**config.mk**
```make
export PLATFORM = sky130hd
export DESIGN_NAME = paddle
export DESIGN_NICKNAME = d
export VERILOG_FILES = /design/src/rtl/pong_pkg.sv /design/src/rtl/quad_decoder.sv /design/src/rtl/paddle.sv
export SDC_FILE = /design/constraint.sdc
export NUM_CORES = 1
export LEC_CHECK = 0
export CAP_MARGIN = 20
export CORE_ASPECT_RATIO = 0.5
export CORE_MARGIN = 10
export CORE_UTILIZATION = 47
export DETAILED_ROUTE_END_ITERATION = 10
export GPL_TIMING_DRIVEN = 0
export PLACE_DENSITY = 0.77
export REMOVE_ABC_BUFFERS = 1
export SETUP_SLACK_MARGIN = 0.05
export SYNTH_ARGS = -nofsm -noshare
export SYNTH_HDL_FRONTEND = slang
export SYNTH_SLANG_ARGS = --single-unit
```
**constraint.sdc**
```tcl
create_clock -name clk -period 3.1 [get_ports clk]
set_input_delay 0.62 -clock clk [delete_from_list [all_inputs] [get_ports clk]]
set_output_delay 0.62 -clock clk [all_outputs]
set_load 0.005 [all_outputs]
```
**src/rtl/pong_pkg.sv**
```systemverilog
// rtl/pong_pkg.sv - playfield geometry, row types and paddle mask helper shared by pong blocks
package pong_pkg;
  localparam int SCREEN_ROWS = 16;
  localparam int ROW_BITS    = 4;

  typedef logic [ROW_BITS-1:0]    row_t;
  typedef logic [SCREEN_ROWS-1:0] row_mask_t;

  // One extra bit so a full-height run of ones can be formed before shifting.
  function automatic row_mask_t paddle_mask(input int unsigned width, input row_t bottom);
    logic [SCREEN_ROWS:0] ones;
    ones = ((SCREEN_ROWS+1)'(1) << width) - (SCREEN_ROWS+1)'(1);
    return ones[SCREEN_ROWS-1:0] << bottom;
  endfunction
endpackage

```
**src/rtl/quad_decoder.sv**
```systemverilog
// rtl/quad_decoder.sv - encoder synchronizer and detent decode, one step pulse per detent
module quad_decoder (
  input  logic clk,
  input  logic reset,
  input  logic enc_a,
  input  logic enc_b,
  output logic step_up,
  output logic step_dn
);
  logic [1:0] s1, s2, prev;

  always_ff @(posedge clk) begin
    if (reset) begin
      s1   <= 2'b00;
      s2   <= 2'b00;
      prev <= 2'b00;
    end else begin
      s1   <= {enc_a, enc_b};
      s2   <= s1;
      prev <= s2;
    end
  end

  // Only the final edge into the 00 detent counts; everything else just moves prev.
  assign step_up = (prev == 2'b10) && (s2 == 2'b00);
  assign step_dn = (prev == 2'b01) && (s2 == 2'b00);
endmodule

```
**src/rtl/paddle.sv**
```systemverilog
// rtl/paddle.sv - paddle position and row mask from encoder detents or ball-tracking auto mode
module paddle
  import pong_pkg::*;
#(
  parameter int PADDLE_WIDTH = 4,
  parameter int AUTO_DIV     = 250
) (
  input  logic      clk,
  input  logic      reset,
  input  logic      enc_a,
  input  logic      enc_b,
  input  logic      auto,
  input  row_t      ball_y,
  output row_t      pos,
  output row_mask_t mask
);
  localparam int MAXPOS = SCREEN_ROWS - PADDLE_WIDTH;
  localparam row_t MAX_ROW  = row_t'(MAXPOS);
  localparam row_t HOME_ROW = row_t'(MAXPOS / 2);
  localparam int CNT_W = $clog2(AUTO_DIV);
  localparam logic [CNT_W-1:0] CNT_LAST = CNT_W'(AUTO_DIV - 1);
  localparam logic signed [5:0] HALF_W = 6'(PADDLE_WIDTH / 2);
  localparam logic signed [5:0] MAX_S  = 6'(MAXPOS);

  logic             step_up, step_dn;
  logic [CNT_W-1:0] cnt;
  logic             tick;
  logic signed [5:0] target_raw;
  row_t             target;
  row_t             pos_next;

  quad_decoder u_dec (
    .clk     (clk),
    .reset   (reset),
    .enc_a   (enc_a),
    .enc_b   (enc_b),
    .step_up (step_up),
    .step_dn (step_dn)
  );

  assign tick = (cnt == CNT_LAST);

  always_ff @(posedge clk) begin
    if (reset || tick) cnt <= '0;
    else               cnt <= cnt + CNT_W'(1);
  end

  // Center the paddle on the ball, clamped so it never leaves the playfield.
  always_comb begin
    target_raw = $signed({2'b00, ball_y}) - HALF_W;
    if (target_raw < 6'sd0)      target = '0;
    else if (target_raw > MAX_S) target = MAX_ROW;
    else                         target = target_raw[ROW_BITS-1:0];
  end

  always_comb begin
    pos_next = pos;
    if (auto) begin
      if (tick) begin
        if (pos < target)      pos_next = pos + row_t'(1);
        else if (pos > target) pos_next = pos - row_t'(1);
      end
    end else begin
      if (step_up && (pos != MAX_ROW))  pos_next = pos + row_t'(1);
      else if (step_dn && (pos != '0))  pos_next = pos - row_t'(1);
    end
  end

  always_ff @(posedge clk) begin
    if (reset) begin
      pos  <= HOME_ROW;
      mask <= paddle_mask(PADDLE_WIDTH, HOME_ROW);
    end else begin
      pos  <= pos_next;
      mask <= paddle_mask(PADDLE_WIDTH, pos_next);
    end
  end
endmodule
```
==> run summary <==
===============================================================================================
Run status                                                                         finished with violations
Failing checks                                                                     setup timing
Register area                                                                           681 um2
Clock latency at the later pin of the worst-skew pair                                   0.29 ns
Routed wire length                                                                      4320 um
Area share of the leading cell type in the synthesized netlist                            40.2%
Period Utilization, post-route                                                             106%
Most used flip-flop cell after synthesis                                                dfxtp_1
Final HPWL from detailed placement                                                      2770 um
Die height                                                                              62.5 um
Number of enable-type register cells in the synthesized netlist                               0
Crit Path Max Fanout                                                                          4
Non-Filler Cell Area, Final                                                         0.00240 mm2
Number of antenna violations at the first check in global routing                             0
Maximum number of pins on one net before global-route repair                                 15
Cell Int Power                                                                           907 uW
First-pass GRT wire length                                                              6780 um
Die area                                                                            0.00655 mm2
Power spent charging and discharging nets                                                305 uW
Hold path startpoint                                                               u_dec.s1[0]$_SDFF_PP0_
Number of global-route vias before repair                                                 1,444
Buffers added on ports                                                                       28
Fraction of synthesis flops using an asynchronous set or reset pin                           0%
Number of cell instances on the worst register-to-register path                               9
Worst R2R Start                                                                    pos[2]$_SDFF_PP1_
1st-pass router iterations                                                                    4
Leading cell types by total area after synthesis                                   dfxtp_1, ha_1, nor2_1
CTS tree                                                                                   done
Total global routing track utilization                                                    12.6%
Layout Skew                                                                          0.00685 ns
GRT Residual Overflow                                                                         0
Tightest Pin Transition                                                                0.569 ns
Most numerous cell types in the synthesized netlist                                dfxtp_1, nor2_1, nand2_1
Number of buffers created by CTS                                                              5
Antenna Diode Count                                                                           0
Crit path cell chain                                                               buf_8, inv_6, ha_4, inv_1, a211oi_2, a21oi_1, ha_2, or4b_4, a2111oi_4, buf_4, o2bb2ai_4, xnor2_2, a21oi_4, or4b_1, o31ai_2
# clock sinks                                                                                34
Cell area after placement                                                           0.00200 mm2
Count of synthesis-stage warnings from yosys                                                  0
Cell type group with the largest total delay on the critical path                  simple AND/OR/NAND/NOR gates
Endpoint of the worst hold-timing path                                             u_dec.s2[0]$_SDFF_PP0_
Data required time of the critical path                                                 3.32 ns
Buf/Inv on CP                                                                                 4
Max-cap viol count                                                                            0
Final max-slew violation count                                                                0
Seq pwr share                                                                             39.6%
Final setup vio count                                                                         6
Slack of the worst reg-to-reg path                                                      0.16 ns
Worst setup SP type                                                                  input port
Placer congestion estimate                                                                0.906
Net Sw Frac                                                                               25.1%
Path category of the worst min-delay check                                         flip-flop to flip-flop
FF-to-FF End                                                                       mask[10]$_SDFF_PP0_
Critical-path cell with the highest stage delay                                          or4b_4
Count of vias placed by the detailed router                                               1,467
Leakage power summed over all cells                                                    0.947 nW
DRC                                                                                           0
CTS H-tree depth                                                                              2
Area of combinational cells with multiple inputs                                    0.00109 mm2
Starting DRC count in detailed routing                                                      142
Core region area                                                                    0.00345 mm2
Power Density                                                                        506 mW/mm2
Post-synthesis instance area                                                        0.00169 mm2
Worst hold path cell count                                                                    1
Crit path capture type                                                                flip-flop
Worst vdd rail ir drop                                                                   420 uV
Fmax                                                                                  0.305 GHz
Sequential fraction of the synthesis area                                                 40.2%
Type of the setup path with the least slack                                        input port to flip-flop
Final Hold Vio Count                                                                          0
Library cell with the highest instance count after synthesis                            dfxtp_1
Number of distinct standard cells referenced by the synthesized netlist                      52
Layout cells sized above 1                                                                27.2%
Detailed-route wire length per cell                                                     15.7 um
Number of nets at the end of the flow                                                       241
Die outline width                                                                        105 um
Logic gate share of total power                                                           19.9%
Setup repair after global routing missed its margin                                        true
Highest cell delay on the worst timing path                                             0.54 ns
Root Buffer                                                                            clkbuf_8
Register bit total from synthesis                                                            34
Num ports                                                                                    29
Clock input transition at the sequential cells of the worst setup and hold paths        0.07 ns
Final critical-path required period                                                     3.28 ns
Initial standard-cell utilization of the core                                             49.1%
Placement Rows                                                                               15
Via count normalized by instance count                                                     5.33
Final antenna-violating net count                                                             0
Clock network fraction of design power                                                    40.4%
Maximum count of clock buffers along a single path                                            2
Max_slew headroom                                                                         61.9%
Worst endpoint data arrival time                                                        3.49 ns
Cell taking the most area after synthesis                                               dfxtp_1
Fill cell total of the finished layout                                                      258
Count of hold-fix buffers inserted at cts                                                     0
Area growth from synthesis to final layout                                                41.4%
Worst-case setup margin in the final layout                                           -0.179 ns
Gate Count Post-Synth                                                                       182
Average cell area after synthesis                                                      9.31 um2
Min Hold Slack                                                                         0.442 ns
===============================================================================================
==> registers in the layout, indices dropped and copies added, names as in the netlist <==
signal,flops
cnt,8
mask,16
pos,4
u_dec.prev,2
u_dec.s1,2
u_dec.s2,2
==> power by group through the flow <==
| stage | Sequential, mW | Clock, mW | Combinational (mW) |
|---|---|---|---|
| after global routing | 0.483 | 0.514 | 0.266 |
| after floorplan | 0.488 | 0 | 0.111 |
| after detailed placement | 0.490 | 0 | 0.189 |
| after CTS | 0.480 | 0.499 | 0.207 |
| final | 0.480 | 0.490 | 0.241 |
| after global placement | 0.489 | 0 | 0.182 |
==> how the worst max path moves through the flow <==
stage | from | endpoint | slack (ns) | cells after the start
2_1_floorplan | ball_y[1] | mask[10]$_SDFF_PP0_ | -0.55 | 13
3_3_place_gp | ball_y[1] | mask[10]$_SDFF_PP0_ | -1.76 | 14
3_5_place_dp | ball_y[1] | mask[10]$_SDFF_PP0_ | -1.17 | 14
4_1_cts | ball_y[2] | mask[10]$_SDFF_PP0_ | -0.12 | 15
5_1_grt | ball_y[2] | mask[10]$_SDFF_PP0_ | -0.31 | 15
6_report | ball_y[2] | mask[10]$_SDFF_PP0_ | -0.18 | 15
==> layout make-up <==
type | count | share of cell area [%]
Clock buffer | 5 | 2.87
Clock inverter | 3 | 2.87
Inverter | 10 | 1.88
Multi-Input combinational cell | 133 | 45.3
Sequential cell | 34 | 28.4
Tap cell | 51 | 2.66
Timing Repair Buffer | 39 | 16.0
==> worst reg2reg max path: cells and delay by family, from the launching register on <==
family,cells,cell delay [ns]
adders and majority gates,1,0.37
and+or+nand+nor,2,0.75
DFF,1,0.61
xor gates and xnor gates,1,0.20
buffers and inverters,1,0.20
AOI/OAI and AO/OA,4,0.74
==> cells by family (layout without fill, tap and decap cells) <==
family,after synthesis,in the layout,synth area share [%]
compound gates,32,32,15.2
xor+xnor,13,13,7.16
fa+ha+maj,9,9,6.65
buf+inv,15,57,4.58
flops,34,34,40.2
mux,1,1,0.591
simple gates,78,78,25.6
==> cell usage in the layout, fill, tap and decap left out, drive strengths merged, types with 2 or more instances in the layout <==
cell type	count
nor3	4
o221ai	4
nor2b	6
clkinv	2
clkbuf	5
dfxtp	34
and3	2
nand2	16
or2	2
clkdlybuf4s50	25
o211ai	2
or3	3
nor2	23
xnor2	7
inv	9
nand3	8
bufinv	2
nor4b	2
nand2b	3
xor2	6
buf	14
o21ai	6
a21oi	9
ha	9
or4b	2
==> through the flow <==
stage | setup TNS, ns | cells | total power, mW | utilization (%) | setup slack (ns)
6_report | -0.521 | 275 | 1.21 | 69.4 | -0.179
5_1_grt | -2.73 | 275 | 1.26 | 69.4 | -0.310
4_1_cts | -0.151 | 269 | 1.19 | 65.2 | -0.116
3_5_place_dp | -20.00 | 257 | 0.679 | 58.0 | -1.17
3_3_place_gp | -29.31 | 256 | 0.670 | 57.9 | -1.76
2_1_floorplan | -7.71 | 177 | 0.599 | - | -0.546
==> layer usage <==
layer  track usage, %  wire length [um]  up-vias
met1             13.5              1790      695
met5                0                 0        -
met2             20.7              2140       41
met4             6.46               140        0
li1                 -                 -      715
met3             5.45               248       16
==> what timing repair did <==
action	CTS	global route
hold endpoints to repair	0	0
gates resized for setup	32	22
setup endpoints to repair	20	16
pin swaps	8	5
buffers inserted	4	6
No activity file was read; power rests on OpenSTA's default activity.
==> RTL edit, RTL diff (same flow settings) <==
Reset style: asynchronous (`reset`), changed in 2 clocked blocks.
--- a/src/rtl/quad_decoder.sv
+++ b/src/rtl/quad_decoder.sv
@@ -9,7 +9,7 @@
 );
   logic [1:0] s1, s2, prev;
 
-  always_ff @(posedge clk) begin
+  always_ff @(posedge clk or posedge reset) begin
     if (reset) begin
       s1   <= 2'b00;
       s2   <= 2'b00;
--- a/src/rtl/paddle.sv
+++ b/src/rtl/paddle.sv
@@ -66,7 +66,7 @@
     end
   end
 
-  always_ff @(posedge clk) begin
+  always_ff @(posedge clk or posedge reset) begin
     if (reset) begin
       pos  <= HOME_ROW;
       mask <= paddle_mask(PADDLE_WIDTH, HOME_ROW);
Behaviour: differs if reset is asserted again (counterexample within 10 cycles, from zero or initial values and one cycle with reset high); with reset held inactive, the same outputs for 10 cycles.
==> RTL edit against the original RTL <==
  * The flow still finishes with violations (negative setup slack)
  * Sequential cell count stayed put
  * Largest cell class unchanged
  * Sequential share of layout area is 3.1 points higher
  * Cell area is 8.6% higher
  * Critical endpoint is now mask[9]$_DFF_PP1_
  * First-iteration DRC count is 71% lower
  * Routed wire length is 15% higher
  * Worst setup slack better by 170 ps
  * Critical path type unchanged
  * Area after synthesis is 9.2% higher
Power is not compared: it rests on default switching activity, and its combinational part moved more than twofold at a synthesized area within 25%.
==> RTL edit: results (changes against the original RTL) <==
Global routing
  • Met1 Resource Use GR: 14.5% (+0.98 points)
  • Global-route wire length before repair: 6970 um (+2.9%)
  • Initial antenna violation count: 0 (unchanged)
  • Vias in the first global route: 1461 (+1.2%)
  • Met3 routing resource usage after global routing: 3.80% (-1.7 points)
  • GRT met2 Usage: 21.1% (+0.46 points)
  • Pin count of the biggest net entering global routing: 28 (+13)
  • Total global routing track utilization: 12.4% (-0.19 points)

Status
  • Failing checks: negative setup slack
  • Status: finished with violations

Power and ir drop
  • Switching portion of total power: 34.6%

Place
  • Placed standard-cell area: 2150 um^2 (+7.6%)
  • DP Cell Count: 256 (-0.39%)
  • Post-Place Setup Slack: -989 ps (+185 ps)
  • Post-detailed-placement half-perimeter wirelength: 2870 um (+3.5%)
  • Final estimated routing congestion in global placement: 0.844 (-6.9%)

STA
  • Transition time at the pin with the least slew margin: 943 ps (+374 ps)
  • Sum of negative setup slack: -9.54 ps (+511 ps)
  • Final setup violation count: 1 (-5)
  • Worst Setup Slack, final: -9.54 ps (+169 ps)
  • Skew final: 6.21 ps (-0.644 ps)

Routing
  • Average wire per cell in the routed design: 17.4 um (+11%)
  • Met2 WL post-DR: 2630 um (+23%)
  • Met1 WL: 1890 um (+5.8%)
  • Number of vias per cell after detailed routing: 5.55 (+4.0%)
  • First-iteration detailed-routing DRC count: 41 (-71%)
  • Met3 routed WL: 298 um (+20%)

Critical path
  • FF-to-FF setup slack: 250 ps (+90 ps)
  • Stage delay of the slowest cell on the critical path: 490 ps (-50 ps)
  • Worst r2r src: pos[3]$_DFF_PP0_
  • Family of cells with the greatest summed delay on the critical path: compound AO/OA/AOI/OAI gates
  • R2R cell count: 8 (-1)
  • Critical path data arrival time: 3320 ps (-170 ps)
  • Worst reg2reg path endpoint: mask[9]$_DFF_PP1_
  • Max FO, Critical Path: 7 (+3)

Min path
  • Startpoint of the lowest-slack hold path: u_dec.s1[0]$_DFF_PP0_
  • Cells on Worst Hold Path: 0 (-1)

Yosys
  • Adder-cell share of the synthesized area: 7.44% (+0.79 points)
  • Top cell types by occurrence after synthesis: nor2_1 (23), dfrtp_1 (20), inv_1 (13)
  • Synth async-reset ratio: 76.5% (+76 points)
  • Synthesized-area fraction occupied by ao, oa, aoi and oai cells: 14.6% (-0.61 points)
  • Count of cell types in the netlist: 55 (+5.8%)
  • Portion of netlist area occupied by mux cells: 3.72% (+3.1 points)
  • Synthesized-area fraction occupied by xor and xnor cells: 4.73% (-2.4 points)
  • Mapped Avg Cell Area: 10.2 um^2 (+9.2%)
  • Main flop type after synthesis: dfrtp_1
  • Area contributors post-synth: dfrtp_1 (27%), dfxtp_1 (8.7%), dfstp_2 (8.5%), ha_1 (7.4%), nor2_1 (4.7%)

Layout
  • Nets: 254 (+5.4%)
  • Final non-filler cell total: 286 (+4.0%)
  • FF+latch area: 818 um^2 (+20%)
  • Fraction of final layout cells with drive strength greater than 1: 31.9% (+4.7 points)

Clocking
  • Post-CTS resize count: 25 (-22%)
  • Post CTS Setup Buffer Count: 8 (+4)
RTL edit: worst max-delay path by stage:
| stage | start | depth (start not counted) | slack [ps] | end |
|---|---|---|---|---|
| 2_1_floorplan | ball_y[1] | 13 | -150 | mask[9]$_DFF_PP1_ |
| 3_3_place_gp | ball_y[1] | 14 | -930 | mask[9]$_DFF_PP1_ |
| 3_5_place_dp | ball_y[1] | 14 | -990 | mask[9]$_DFF_PP1_ |
| 4_1_cts | ball_y[2] | 14 | 60 | mask[9]$_DFF_PP1_ |
| 5_1_grt | ball_y[1] | 15 | -70 | mask[9]$_DFF_PP1_ |
| 6_report | ball_y[1] | 14 | -10 | mask[9]$_DFF_PP1_ |
RTL edit: cell type report:
cell class,count,share of cell area [%]
clock inverters,1,1.15
well taps,51,2.45
inverters,14,2.36
multi-input cells,130,41.9
clock buffers,7,2.93
flip-flops and latches,34,31.5
repair buffers,49,17.7
